===== config.mk =====
export PLATFORM = sky130hd
export DESIGN_NAME = spi_frame_master
export DESIGN_NICKNAME = d
export VERILOG_FILES = /design/src/rtl/spi_frame_master.sv
export SDC_FILE = /design/constraint.sdc
export NUM_CORES = 1
export LEC_CHECK = 0
export BUFFER_PORTS_ARGS = -buffer_cell sky130_fd_sc_hd__buf_2
export CORE_MARGIN = 3
export CORE_UTILIZATION = 50
export CTS_CLUSTER_SIZE = 14
export DETAILED_ROUTE_END_ITERATION = 10
export PLACE_DENSITY = 0.78
export SETUP_SLACK_MARGIN = 0.5
export SYNTH_ARGS = -nofsm -noshare
export SYNTH_HDL_FRONTEND = slang
export SYNTH_SLANG_ARGS = --single-unit

===== constraint.sdc =====
create_clock -name clk -period 2.8 [get_ports clk]
set_input_delay 0.42 -clock clk [delete_from_list [all_inputs] [get_ports clk]]
set_output_delay 0.42 -clock clk [all_outputs]
set_load 0.03 [all_outputs]

===== src/rtl/spi_frame_master.sv =====
// Streams FRAME_WORDS 16-bit words from a 1-cycle-latency buffer out over SPI mode 0, MSB first.
// Chip select stays high across the whole frame so that the receiver rewinds its write address when cs drops.
module spi_frame_master #(
    parameter int CLK_DIV     = 2,
    parameter int FRAME_WORDS = 2048,
    parameter int CS_SETUP    = 4,
    parameter int GAP         = 8,
    parameter int CS_HOLD     = 4
) (
    input  logic        clk,
    input  logic        rst,
    input  logic        start,
    output logic        rd_en,
    output logic [10:0] rd_addr,
    input  logic [15:0] rd_data,
    output logic        spi_sclk,
    output logic        spi_mosi,
    output logic        spi_cs,
    output logic        busy,
    output logic        done
);

    localparam logic [15:0] SETUP_LAST = 16'(CS_SETUP - 1);
    localparam logic [15:0] HALF_LAST  = 16'(CLK_DIV - 1);
    localparam logic [15:0] GAP_LAST   = 16'(GAP - 1);
    localparam logic [15:0] HOLD_LAST  = 16'(CS_HOLD - 1);
    localparam logic [10:0] LAST_WORD  = 11'(FRAME_WORDS - 1);

    typedef enum logic [2:0] {
        S_IDLE,
        S_SETUP,
        S_SHIFT,
        S_GAP,
        S_HOLD
    } state_t;

    state_t      state, state_nxt;
    logic [15:0] cnt, cnt_nxt;
    logic [3:0]  bit_cnt, bit_cnt_nxt;
    logic [10:0] word_idx, word_idx_nxt;
    // Only the bits still to be sent; the current bit already sits on spi_mosi.
    logic [14:0] shreg, shreg_nxt;
    logic        sclk_nxt, mosi_nxt, cs_nxt, rd_en_nxt, busy_nxt, done_nxt;
    logic [10:0] rd_addr_nxt;

    always_ff @(posedge clk or posedge rst) begin
        if (rst) begin
            state    <= S_IDLE;
            cnt      <= '0;
            bit_cnt  <= '0;
            word_idx <= '0;
            shreg    <= '0;
            spi_sclk <= 1'b0;
            spi_mosi <= 1'b0;
            spi_cs   <= 1'b0;
            rd_en    <= 1'b0;
            rd_addr  <= '0;
            busy     <= 1'b0;
            done     <= 1'b0;
        end else begin
            state    <= state_nxt;
            cnt      <= cnt_nxt;
            bit_cnt  <= bit_cnt_nxt;
            word_idx <= word_idx_nxt;
            shreg    <= shreg_nxt;
            spi_sclk <= sclk_nxt;
            spi_mosi <= mosi_nxt;
            spi_cs   <= cs_nxt;
            rd_en    <= rd_en_nxt;
            rd_addr  <= rd_addr_nxt;
            busy     <= busy_nxt;
            done     <= done_nxt;
        end
    end

    always_comb begin
        state_nxt    = state;
        cnt_nxt      = cnt;
        bit_cnt_nxt  = bit_cnt;
        word_idx_nxt = word_idx;
        shreg_nxt    = shreg;
        sclk_nxt     = spi_sclk;
        mosi_nxt     = spi_mosi;
        cs_nxt       = spi_cs;
        rd_en_nxt    = 1'b0;
        rd_addr_nxt  = rd_addr;
        busy_nxt     = busy;
        done_nxt     = 1'b0;

        unique case (state)
            S_IDLE: begin
                if (start) begin
                    state_nxt    = S_SETUP;
                    cnt_nxt      = '0;
                    word_idx_nxt = '0;
                    cs_nxt       = 1'b1;
                    busy_nxt     = 1'b1;
                    rd_en_nxt    = 1'b1;
                    rd_addr_nxt  = '0;
                end
            end
            S_SETUP, S_GAP: begin
                // Buffer data landed at least one cycle ago; load it and start the low phase of bit 15.
                if (cnt == ((state == S_SETUP) ? SETUP_LAST : GAP_LAST)) begin
                    state_nxt   = S_SHIFT;
                    cnt_nxt     = '0;
                    bit_cnt_nxt = '0;
                    mosi_nxt    = rd_data[15];
                    shreg_nxt   = rd_data[14:0];
                    sclk_nxt    = 1'b0;
                end else begin
                    cnt_nxt = cnt + 16'd1;
                end
            end
            S_SHIFT: begin
                if (cnt == HALF_LAST) begin
                    cnt_nxt = '0;
                    if (!spi_sclk) begin
                        sclk_nxt = 1'b1;
                    end else begin
                        sclk_nxt = 1'b0;
                        if (bit_cnt == 4'd15) begin
                            if (word_idx == LAST_WORD) begin
                                state_nxt = S_HOLD;
                            end else begin
                                state_nxt    = S_GAP;
                                word_idx_nxt = word_idx + 11'd1;
                                rd_en_nxt    = 1'b1;
                                rd_addr_nxt  = word_idx + 11'd1;
                            end
                        end else begin
                            bit_cnt_nxt = bit_cnt + 4'd1;
                            mosi_nxt    = shreg[14];
                            shreg_nxt   = {shreg[13:0], 1'b0};
                        end
                    end
                end else begin
                    cnt_nxt = cnt + 16'd1;
                end
            end
            S_HOLD: begin
                if (cnt == HOLD_LAST) begin
                    state_nxt = S_IDLE;
                    cnt_nxt   = '0;
                    cs_nxt    = 1'b0;
                    busy_nxt  = 1'b0;
                    done_nxt  = 1'b1;
                    mosi_nxt  = 1'b0;
                end else begin
                    cnt_nxt = cnt + 16'd1;
                end
            end
            default: state_nxt = S_IDLE;
        endcase
    end

endmodule


## Word-level counts from Yosys, hierarchy flattened

Cells that the tools add are included.

- Bits in registers: 54
- Logic and storage cells: 94
- Output and inout bits: 17

- Multiplexer cells: 50
- $add $sub $neg: 3
- Reduce and logical (&&, ||, !) cells: 14
- Equality and inequality tests: 17

Operators with widths:

| kind | number |
|---|---|
| $mux 16 | 4 |
| $pmux 16 s4 | 1 |
| $mux 15 | 4 |
| $mux 11 | 5 |
| $pmux 15 s2 | 1 |
| $mux 3 | 8 |
| $pmux 11 s2 | 1 |
| $reduce_and 6->1 | 3 |
| $add 16x1->16 const B | 1 |
| $eq 16x1->1 const B | 1 |
| $eq 16x2->1 const B | 1 |
| $eq 16x3->1 | 1 |
| $mux 1 | 16 |
| $mux 4 | 4 |
| $ne 2x2->1 const B | 8 |
| $pmux 3 s4 | 1 |
| $add 11x1->11 const B | 1 |
| $eq 11x11->1 const B | 1 |
| $pmux 4 s2 | 1 |
| $eq 3x2->1 const B | 2 |
| $pmux 1 s2 | 3 |
| $reduce_and 3->1 | 2 |
| $reduce_bool 2->1 | 3 |
| $reduce_and 5->1 | 1 |
| 10 further kinds | 10 |

## Logic depth before layout (Yosys ltp)

Gate-level depths: netlist of the first run.

- Word-level depth: 6
- Gate-level depth with buffers: 10
- Gate-level depth less buffers: 9

## Worst setup path before layout of the first run

No wires, ideal clock.

- Path kind: reg-to-reg
- From: register word_idx[0]
- To: register word_idx[3]
- Period minus slack after synthesis: 1882 ps
- Path slack: 918 ps
- Arrival: 1804 ps
- Stages on the path, launching flop included: 8
- Path buffers: 0
- Cells stage by stage: dfrtp_1 > ha_1 > nand3_1 > nor3_1 > o21ai_0 > nand2_2 > or3_1 > a21oi_1

- Cells in the longest elaborated chain, start to end: 6

Ends and longest elaborated chain:

| item | line | text |
|---|---|---|
| start: declaration | 40 | `logic [10:0] word_idx, word_idx_nxt;` |
| start signal: assignment | 64 | `word_idx <= word_idx_nxt;` |
| $add 11x1->11 | 127 | `word_idx_nxt = word_idx + 11'd1;` |
| $mux 11 | 123 | `if (word_idx == LAST_WORD) begin` |
| $mux 11 | 122 | `if (bit_cnt == 4'd15) begin` |
| $mux 11 | 118 | `if (!spi_sclk) begin` |
| $mux 11 | 116 | `if (cnt == HALF_LAST) begin` |
| $pmux 11 s2 | 90 | `unique case (state)` |

Several ways; a longest one is shown, not always the timed one. The select of a mux whose other input is x is not followed.
A chain may end at the register's enable or synchronous reset.

## Worst setup path after layout of the first run

- From: register cnt[3]
- To: register spi_mosi

- Cells in the longest elaborated chain, start to end: 3

Ends and longest elaborated chain:

| item | line | text |
|---|---|---|
| start: declaration | 38 | `logic [15:0] cnt, cnt_nxt;` |
| start signal: assignment | 62 | `cnt <= cnt_nxt;` |
| $eq 16x2->1, or another cell as far along | 142 | `if (cnt == HOLD_LAST) begin` |
| $ne 2x2->1 (no line) | n/a |  |
| $reduce_and 6->1 (no line) (*) | n/a |  |
| end signal: assignment | 67 | `spi_mosi <= mosi_nxt;` |
| end: declaration | 17 | `output logic spi_mosi,` |

Mark *: on every way between the ends. The rest lies on a longest branch, timed or not.

==> out/metrics.cfg, run 1 <==
[status]
status = finished, final reports clean

[job]
cap_violations = 0

[final_layout]
area_growth_syn_to_layout_pct = 14.9
antennaDiodeCount = 0
nets = 360
layout-drive-gt1-share_pct = 20.1
utilization_pct = 61.4

[global_route]
grt_max_degree = 31
antenna_found_initial = 0
grt_pass1_wl_um = 9850
gr-total-overflow = 0
grt_pass1_vias = 2150
grt_util_all_layers_pct = 19.0

[power_and_ir_drop]
finalPower_mw = 2.96
vdd_drop_max_mv = 0.483
power_density_mw_per_mm2 = 913
leakage_nw = 1.53

[cts]
numCtsBuffers = 5
clk_pin_slew_ps = 100
tritoncts = built
clock-sinks = 54
clock_latency_ps = 310
clk_path_buf_depth = 2
root_buffer = clkbuf_8
htree_num_levels = 2

[detailed_routing]
drc = 0
drtPass1Iterations = 5
viasPerCell = 5.64
initialDrtViolationCount = 132
num_vias = 2302
post_drt_wl_per_cell_um = 14.1
routed_wl_um = 5770
drtAntennaViolNets = 0

[sta]
finalCritPeriodShare_pct = 78.7
relSlewSlack_pct = 42.5
slew_viol_final = 0
rsz0062_at_grt = yes
finClkSkew_ps = 8.16
layout_min_cycle_time_ps = 2200
worst_pin_slew_ps = 861
fin_tns_setup_ps = 0
setup-violations-final = 0
clock.fmax_mhz = 454
hold_violations = 0

[worst_hold_path]
hp-class = primary input to async pin

[setup_path]
crit_fanout = 11
cp_data_arrival_time_ps = 2410
startpoint_type = register
cp_num_buf_inv = 0
crit_slowest_cell = dfrtp_1
crit_family = simple AND/OR/NAND/NOR gates
path_cells = nor3_1 > nand4_2 > o21ai_1 > and3_2 > o21ai_0 > mux2_2
cp-end-kind = register
max_stage_delay_ps = 440
cp.required_ps = 3000
crit_type = register to register

[synthesis]
synth_nets = 322
ys_types = 49
syn_area_mm2 = 0.00282
synth.top_cell.area_share_pct = 48.0
synth_warnings = 0
synthCells = 299
yosysMostFrequentCell = dfrtp_1
synthTopCellsByCount = dfrtp_1, nand2_1, o21ai_0, nor2_1, nand3_1
synth-edff-count = 0
ys_top_cells_by_area = dfrtp_1, nand2_1, mux2i_1
ys_seq_area_share_pct = 48.0
synth_ff_type = dfrtp_1
ys_ff_latch = 54
yosysTopAreaCell = dfrtp_1
avgSynthCellArea_um2 = 9.42
async_reset_ff_share_pct = 100

[floorplan]
io_pins = 36
row_count = 26
die_area_mm2 = 0.00657
initial_core_util_pct = 53.4
coreArea_mm2 = 0.00527
fp.dieW_um = 81.1
die_y_um = 81.1

[placement]
hpwl_um = 4200
portBuffers = 35
place.gp.congestion = 0.882

## path summary, 6_finish.rpt
check / start / to / slack (ps) / cells after the start
max: cnt[3]$_DFFE_PP0P_ / spi_mosi$_DFFE_PP0P_ / 600 / 6
min: rst / cnt[13]$_DFFE_PP0P_ / 80 / 2
max reg2reg: cnt[3]$_DFFE_PP0P_ / spi_mosi$_DFFE_PP0P_ / 600 / 6
min reg2reg: shreg[6]$_DFFE_PP0P_ / shreg[6]$_DFFE_PP0P_ / 490 / 2
max in group asynchronous: rst / word_idx[8]$_DFFE_PP0P_ / 2110 / 3
min in group clk: rd_data[0] / shreg[0]$_DFFE_PP0P_ / 350 / 3
## cell type report
cell class                      instances  area, µm²
Fill cell                             466       2030
Multi-Input combinational cell        225       1390
Sequential cell                        54       1350
Timing Repair Buffer                   43        239
Tap cell                               70       87.6
Clock buffer                            6       82.6
Clock inverter                          2       60.1
Inverter                                8       30.0
## power breakdown
group | switching, mW | internal (mW) | total, mW
logic | 0.705 | 0.452 | 1.16
registers | 0.183 | 0.977 | 1.16
clock network | 0.257 | 0.381 | 0.639
## placed cells by master (no fill, tap or decap), types with 2 or more instances in the layout
master,netlist,final
clkbuf_8,0,6
and2_1,2,2
nor2_1,26,25
nor4_1,6,6
nand2_1,43,43
inv_1,8,7
dfrtp_1,54,54
nor4b_2,2,2
bufinv_16,0,2
mux2i_1,15,15
and3_1,4,3
o21ai_0,30,30
buf_2,8,35
a21oi_1,6,6
a21o_1,3,3
xor2_1,8,8
nor4_4,2,2
a31oi_1,6,6
or3_1,2,2
nand3_1,19,18
ha_1,4,4
nand4_1,3,3
nor3_1,8,8
buf_4,1,7
xnor2_1,7,7
nand3_2,1,2
o21bai_1,2,2
nand2b_1,2,2
o21ai_1,3,3
## sequential cells by signal, summed over array words and instances (netlist names)
| signal | cells |
|---|---|
| cnt | 16 |
| spi_mosi | 1 |
| spi_sclk | 1 |
| bit_cnt | 4 |
| done | 1 |
| word_idx | 11 |
| state | 3 |
| rd_en | 1 |
| shreg | 15 |
| busy | 1 |
## repair_timing
item,4_1_cts,5_1_grt
hold buffers,0,0
gates resized for setup,0,4
endpoints found under the hold margin,0,0
buffers inserted,0,2
endpoints found under the setup margin,0,24
## cells by family (layout without fill, tap and decap cells)
logic type | count (synthesis) | in the layout | share of synthesized area, %
flip-flops | 54 | 54 | 48.0
multiplexers | 16 | 16 | 5.73
AND/OR/NAND/NOR | 129 | 129 | 23.8
AO/OA/AOI/OAI | 61 | 61 | 12.9
adder cells (fa/ha/maj) | 4 | 4 | 1.78
buffers and inverters | 20 | 59 | 3.15
XOR/XNOR | 15 | 15 | 4.66
## routing by layer
layer	vias up	share of wire, %	track usage [%]
met5	-	0	0
met4	0	1.3	6.08
met3	8	5.5	4.77
met2	64	46	30.4
met1	1106	47	25.4
li1	1124	-	-
## stage by stage
stage	cells	cell area, µm²	setup WS [ps]	hold slack, ps
after floorplan	299	2820	918	449
after global placement	398	3070	667	442
after detailed placement	398	3070	546	436
after CTS	406	3210	519	96.3
after global routing	408	3240	460	113
final	408	3240	596	84.4
(Power assumes the default switching activity.)
==> inputs of run 2 (changes only) <==
--- a/config.mk
+++ b/config.mk
@@ -10,7 +10,7 @@
 export CORE_UTILIZATION = 50
 export CTS_CLUSTER_SIZE = 14
 export DETAILED_ROUTE_END_ITERATION = 10
-export PLACE_DENSITY = 0.78
+export PLACE_DENSITY = 0.81
 export SETUP_SLACK_MARGIN = 0.5
 export SYNTH_ARGS = -nofsm -noshare
 export SYNTH_HDL_FRONTEND = slang
==> constraint.sdc (replaced) <==
create_clock -name clk -period 1.8 [get_ports clk]
set_input_delay 0.27 -clock clk [delete_from_list [all_inputs] [get_ports clk]]
set_output_delay 0.27 -clock clk [all_outputs]
set_load 0.03 [all_outputs]
==> run 2 against run 1 <==
The flow now finishes with violations (negative setup slack). Sequential cell count unchanged. Power up 100%. Cell count up 16%. Maximum frequency up 3.6%. Clock skew up 5.4 ps. Sequential share of layout area down 8.4 points. Worst setup slack worse by 920 ps. Largest cell class unchanged. Register-to-register slack worse by 920 ps.
==> out/metrics.cfg, run 2 (same netlist as run 1, synthesis figures left out) <==
[cts]
clk_pin_slew_ps = 100
numCtsBuffers = 5
clock_latency_ps = 320
htree_num_levels = 2
clk_path_buf_depth = 2
tritoncts = built
root_buffer = clkbuf_8
clock-sinks = 54

[setup_path]
startpoint_type = register
cp_data_arrival_time_ps = 2330
crit_family = simple AND/OR/NAND/NOR gates
crit_fanout = 5
cp-end-kind = register
cp_num_buf_inv = 1
r2r-start = cnt[11]$_DFFE_PP0P_
path_cells = nor4_4 > nand4_1 > nand2_2 > and3_4 > buf_4 > nand2_1 > a32o_1
cp.required_ps = 2000
crit_type = register to register
max_stage_delay_ps = 440
crit_slowest_cell = dfrtp_1
reg2reg_slack_ps = -330
crit_start = cnt[11]$_DFFE_PP0P_

[final_layout]
postLayoutCellArea_mm2 = 0.00408
area_growth_syn_to_layout_pct = 44.7
reg_top3 = cnt x16, shreg x15, word_idx x11
utilization_pct = 77.4
largest_reg_flops = 16
nets = 424
layout_common_cells = buf_4, dfrtp_1, nand2_1
mostFrequentLayoutCell = buf_4
top_register = cnt
layout-drive-gt1-share_pct = 44.0
fin_cells = 472
antennaDiodeCount = 0

[floorplan]
row_count = 26
io_pins = 36
coreArea_mm2 = 0.00527
die_area_mm2 = 0.00657
initial_core_util_pct = 53.4
fp.dieW_um = 81.1
die_y_um = 81.1

[worst_hold_path]
worst_hold_startpoint = rd_data[0]
hp-class = primary input to register

[power_and_ir_drop]
leakage_nw = 1.88
vdd_drop_max_mv = 1.11
power_density_mw_per_mm2 = 1480
finalPower_mw = 6.04

[detailed_routing]
drtAntennaViolNets = 0
routed_wl_um = 8760
num_vias = 2774
viasPerCell = 5.88
post_drt_wl_per_cell_um = 18.6
initialDrtViolationCount = 214
drtPass1Iterations = 4
drc = 0

[sta]
relSlewSlack_pct = 68.1
setup_slack_ps = -328
setup-violations-final = 54
fin_tns_setup_ps = -8670
slew_viol_final = 0
layout_min_cycle_time_ps = 2130
timing.hold.ws_ps = 201
hold_violations = 0
finClkSkew_ps = 13.6
rsz0062_at_grt = yes
finalCritPeriodShare_pct = 118
worst_pin_slew_ps = 478
clock.fmax_mhz = 470

[placement]
hpwl_um = 4900
dp.cells = 441
portBuffers = 35
place_area_mm2 = 0.00352
pre_cts_ws_ps = -157
place.gp.congestion = 0.865

[global_route]
grt_max_degree = 35
grt_pass1_vias = 2719
gr-total-overflow = 0
grt_util_all_layers_pct = 24.7
grt_pass1_wl_um = 12500
antenna_found_initial = 0

[status]
violations = negative setup slack
status = finished with violations

[job]
cap_violations = 0

==> run 2: repair_timing <==
action | CTS | global route
resized for setup | 34 | 39
gates cloned | 0 | 1
hold buffers | 1 | 0
buffers inserted | 11 | 10
pin swaps | 10 | 21
setup endpoints to repair | 55 | 55
hold endpoints to repair | 20 | 0
==> run 2: metal layers <==
layer | wire (µm) | track usage (%) | up-vias | share of wire, %
li1 | - | - | 1259 | -
met2 | 4480 | 42.2 | 126 | 51
met1 | 3340 | 29.6 | 1347 | 38
met5 | 0 | 0 | - | 0
met4 | 403 | 12.0 | 0 | 4.6
met3 | 539 | 5.10 | 42 | 6.2
==> run 2: worst paths after layout <==
check                      depth (start not counted)                      end
hold reg to reg                                    2     shreg[4]$_DFFE_PP0P_
hold / removal                                     3     shreg[0]$_DFFE_PP0P_
setup / recovery                                   7     state[1]$_DFFE_PP0P_
min in group asynchronous                          3   bit_cnt[1]$_DFFE_PP0P_
setup reg to reg                                   7     state[1]$_DFFE_PP0P_
max in group asynchronous                          4  word_idx[0]$_DFFE_PP0P_
==> run 2: cell type report <==
type                    instances  area [µm²]
fillers                       326        1190
flip-flops and latches         54        1360
clock buffers                   7        86.3
inverters                       8        36.3
repair buffers                106         805
clock inverters                 1        5.00
well taps                      70        87.6
multi-input cells             226        1700
==> run 2: power breakdown <==
group | switching (mW) | internal (mW)
sequential | 0.269 | 1.52
clock | 0.409 | 0.312
combinational | 1.87 | 1.66
==> run 2: worst register-to-register path: stages (launching register included) <==
cell and delay, ps:
dfrtp_1 440, nor4_4 420, nand4_1 240, nand2_2 250
and3_4 230, buf_4 130, nand2_1 70, a32o_1 250
==> inputs of run 3 (changes only) <==
--- a/config.mk
+++ b/config.mk
@@ -10,8 +10,9 @@
 export CORE_UTILIZATION = 50
 export CTS_CLUSTER_SIZE = 14
 export DETAILED_ROUTE_END_ITERATION = 10
-export PLACE_DENSITY = 0.81
+export PLACE_DENSITY = 0.78
 export SETUP_SLACK_MARGIN = 0.5
+export SKIP_LAST_GASP = 1
 export SYNTH_ARGS = -nofsm -noshare
 export SYNTH_HDL_FRONTEND = slang
 export SYNTH_SLANG_ARGS = --single-unit
==> constraint.sdc (replaced) <==
create_clock -name clk -period 2.6 [get_ports clk]
set_input_delay 0.39 -clock clk [delete_from_list [all_inputs] [get_ports clk]]
set_output_delay 0.39 -clock clk [all_outputs]
set_load 0.03 [all_outputs]
==> run 3 against run 2 <==
The flow now finishes without violations. Register-to-register slack gained 910 ps. Clock power shrank 34%. Maximum frequency grew 5.4%. Sequential share of layout area grew 7.3 points. Largest power group unchanged. Largest cell class unchanged. Critical path type unchanged. Sequential power shrank 30%. Combinational power shrank 59%. Via count shrank 18%. Wire length shrank 34%.
==> out/metrics.cfg, run 3 (same netlist as run 1, synthesis figures left out) <==
[status]
status = finished, final reports clean

[floorplan]
coreArea_mm2 = 0.00527
die_area_mm2 = 0.00657
initial_core_util_pct = 53.4
die_y_um = 81.1
fp.dieW_um = 81.1
io_pins = 36
row_count = 26

[cts]
htree_num_levels = 2
numCtsBuffers = 5
clk_path_buf_depth = 2
tritoncts = built
clk_pin_slew_ps = 100
root_buffer = clkbuf_8
clock_latency_ps = 310
cts_hold_buffers = 0
clock-sinks = 54

[sta]
fin_tns_setup_ps = 0
worst_pin_slew_ps = 916
setup-violations-final = 0
setup_slack_ps = 581
relSlewSlack_pct = 38.8
finClkSkew_ps = 9.48
hold_violations = 0
timing.hold.ws_ps = 118
slew_viol_final = 0
clock.fmax_mhz = 495
rsz0062_at_grt = no
layout_min_cycle_time_ps = 2020
finalCritPeriodShare_pct = 77.7

[global_route]
grt_pass1_wl_um = 9700
use_met1_pct = 26.3
grt_util_all_layers_pct = 18.7
antenna_found_initial = 0
gr-total-overflow = 0
grtUsageMet2_pct = 29.7
top_usage_layer = met2
grt_max_degree = 31
grt_pass1_vias = 2133
met3_usage_pct = 3.33

[final_layout]
largest_reg_flops = 16
antennaDiodeCount = 0
reg_top3 = cnt x16, shreg x15, word_idx x11
nets = 369
top_register = cnt
fin_cells = 417
layout_common_cells = dfrtp_1, nand2_1, buf_2
layout-drive-gt1-share_pct = 25.9
mostFrequentLayoutCell = dfrtp_1
area_growth_syn_to_layout_pct = 18.4

[setup_path]
reg2reg_slack_ps = 580
crit_slowest_cell = dfrtp_1
crit_family = simple AND/OR/NAND/NOR gates
cp.required_ps = 2830
max_stage_delay_ps = 410
crit_type = register to register
cp_data_arrival_time_ps = 2250
cp_num_buf_inv = 1
crit_fanout = 7
startpoint_type = register
path_cells = inv_1 > ha_1 > nor4b_4 > nand4_1 > a21boi_2 > nand2_2 > or3_1 > a21oi_2
cp-end-kind = register

[power_and_ir_drop]
p_switching_mw = 1.30
vdd_drop_max_mv = 0.548
clockPowerShare_pct = 14.9
p_comb_share_pct = 45.5
seqPwrFrac_pct = 39.6
swShare_pct = 40.9
power_density_mw_per_mm2 = 954
leakage_nw = 1.55
internal_power_mw = 1.88

[placement]
hpwl_um = 4160
pre_cts_ws_ps = 389
dp.cells = 399
portBuffers = 35
place.gp.congestion = 0.852

[detailed_routing]
drtAntennaViolNets = 0
drc = 0
viasPerCell = 5.47
initialDrtViolationCount = 149
num_vias = 2280
routed_wl_um = 5810
drtPass1Iterations = 4
post_drt_wl_per_cell_um = 13.9

[job]
cap_violations = 0

[worst_hold_path]
hp-class = primary input to async pin

==> run 3: cell type report <==
cell class                 instances  area, µm²
tap                               70       87.6
inverter                           8       30.0
clock inverter                     1       5.00
sequential                        54       1360
multi-input combinational        225       1470
timing repair buffer              52        303
clock buffer                       7       86.3
fill                             439       1940
==> run 3: path summary, 6_finish.rpt <==
| path | startpoint | end | cells past startpoint |
|---|---|---|---|
| worst max-delay path | cnt[1]$_DFFE_PP0P_ | word_idx[3]$_DFFE_PP0P_ | 8 |
| worst min-delay path | rst | shreg[6]$_DFFE_PP0P_ | 2 |
| worst max register to register | cnt[1]$_DFFE_PP0P_ | word_idx[3]$_DFFE_PP0P_ | 8 |
| worst min register to register | shreg[10]$_DFFE_PP0P_ | shreg[10]$_DFFE_PP0P_ | 2 |
| max in group asynchronous | rst | cnt[0]$_DFFE_PP0P_ | 3 |
| min in group clk | rd_data[0] | shreg[0]$_DFFE_PP0P_ | 3 |
==> run 3: power groups by stage <==
stage | Clock, mW | Combinational, mW | Sequential [mW]
floorplan | 0 | 0.967 | 1.22
global placement | 0 | 1.18 | 1.25
detailed placement | 0 | 1.23 | 1.26
CTS | 0.494 | 1.25 | 1.25
global route | 0.522 | 1.62 | 1.29
finish | 0.475 | 1.45 | 1.26
==> run 3: metal layers <==
metal  vias up  wire length [µm]
met3         5               248
li1       1146                 -
met2        50              2790
met1      1079              2720
met4         0                51
met5         -                 0
==> run 3: per-stage QoR <==
| step | area, µm² | util, % | power (mW) |
|---|---|---|---|
| 4_1_cts | 3180 | 60.3 | 2.99 |
| 3_3_place_gp | 3070 | 58.3 | 2.43 |
| 3_5_place_dp | 3070 | 58.3 | 2.49 |
| 2_1_floorplan | 2820 | - | 2.19 |
| 5_1_grt | 3330 | 63.3 | 3.43 |
| 6_report | 3330 | 63.3 | 3.18 |
==> run 3: repair_timing <==
item,4_1_cts,5_1_grt
setup endpoints to repair,24,35
gates resized for setup,3,18
pin swaps,1,10
setup buffers,0,10
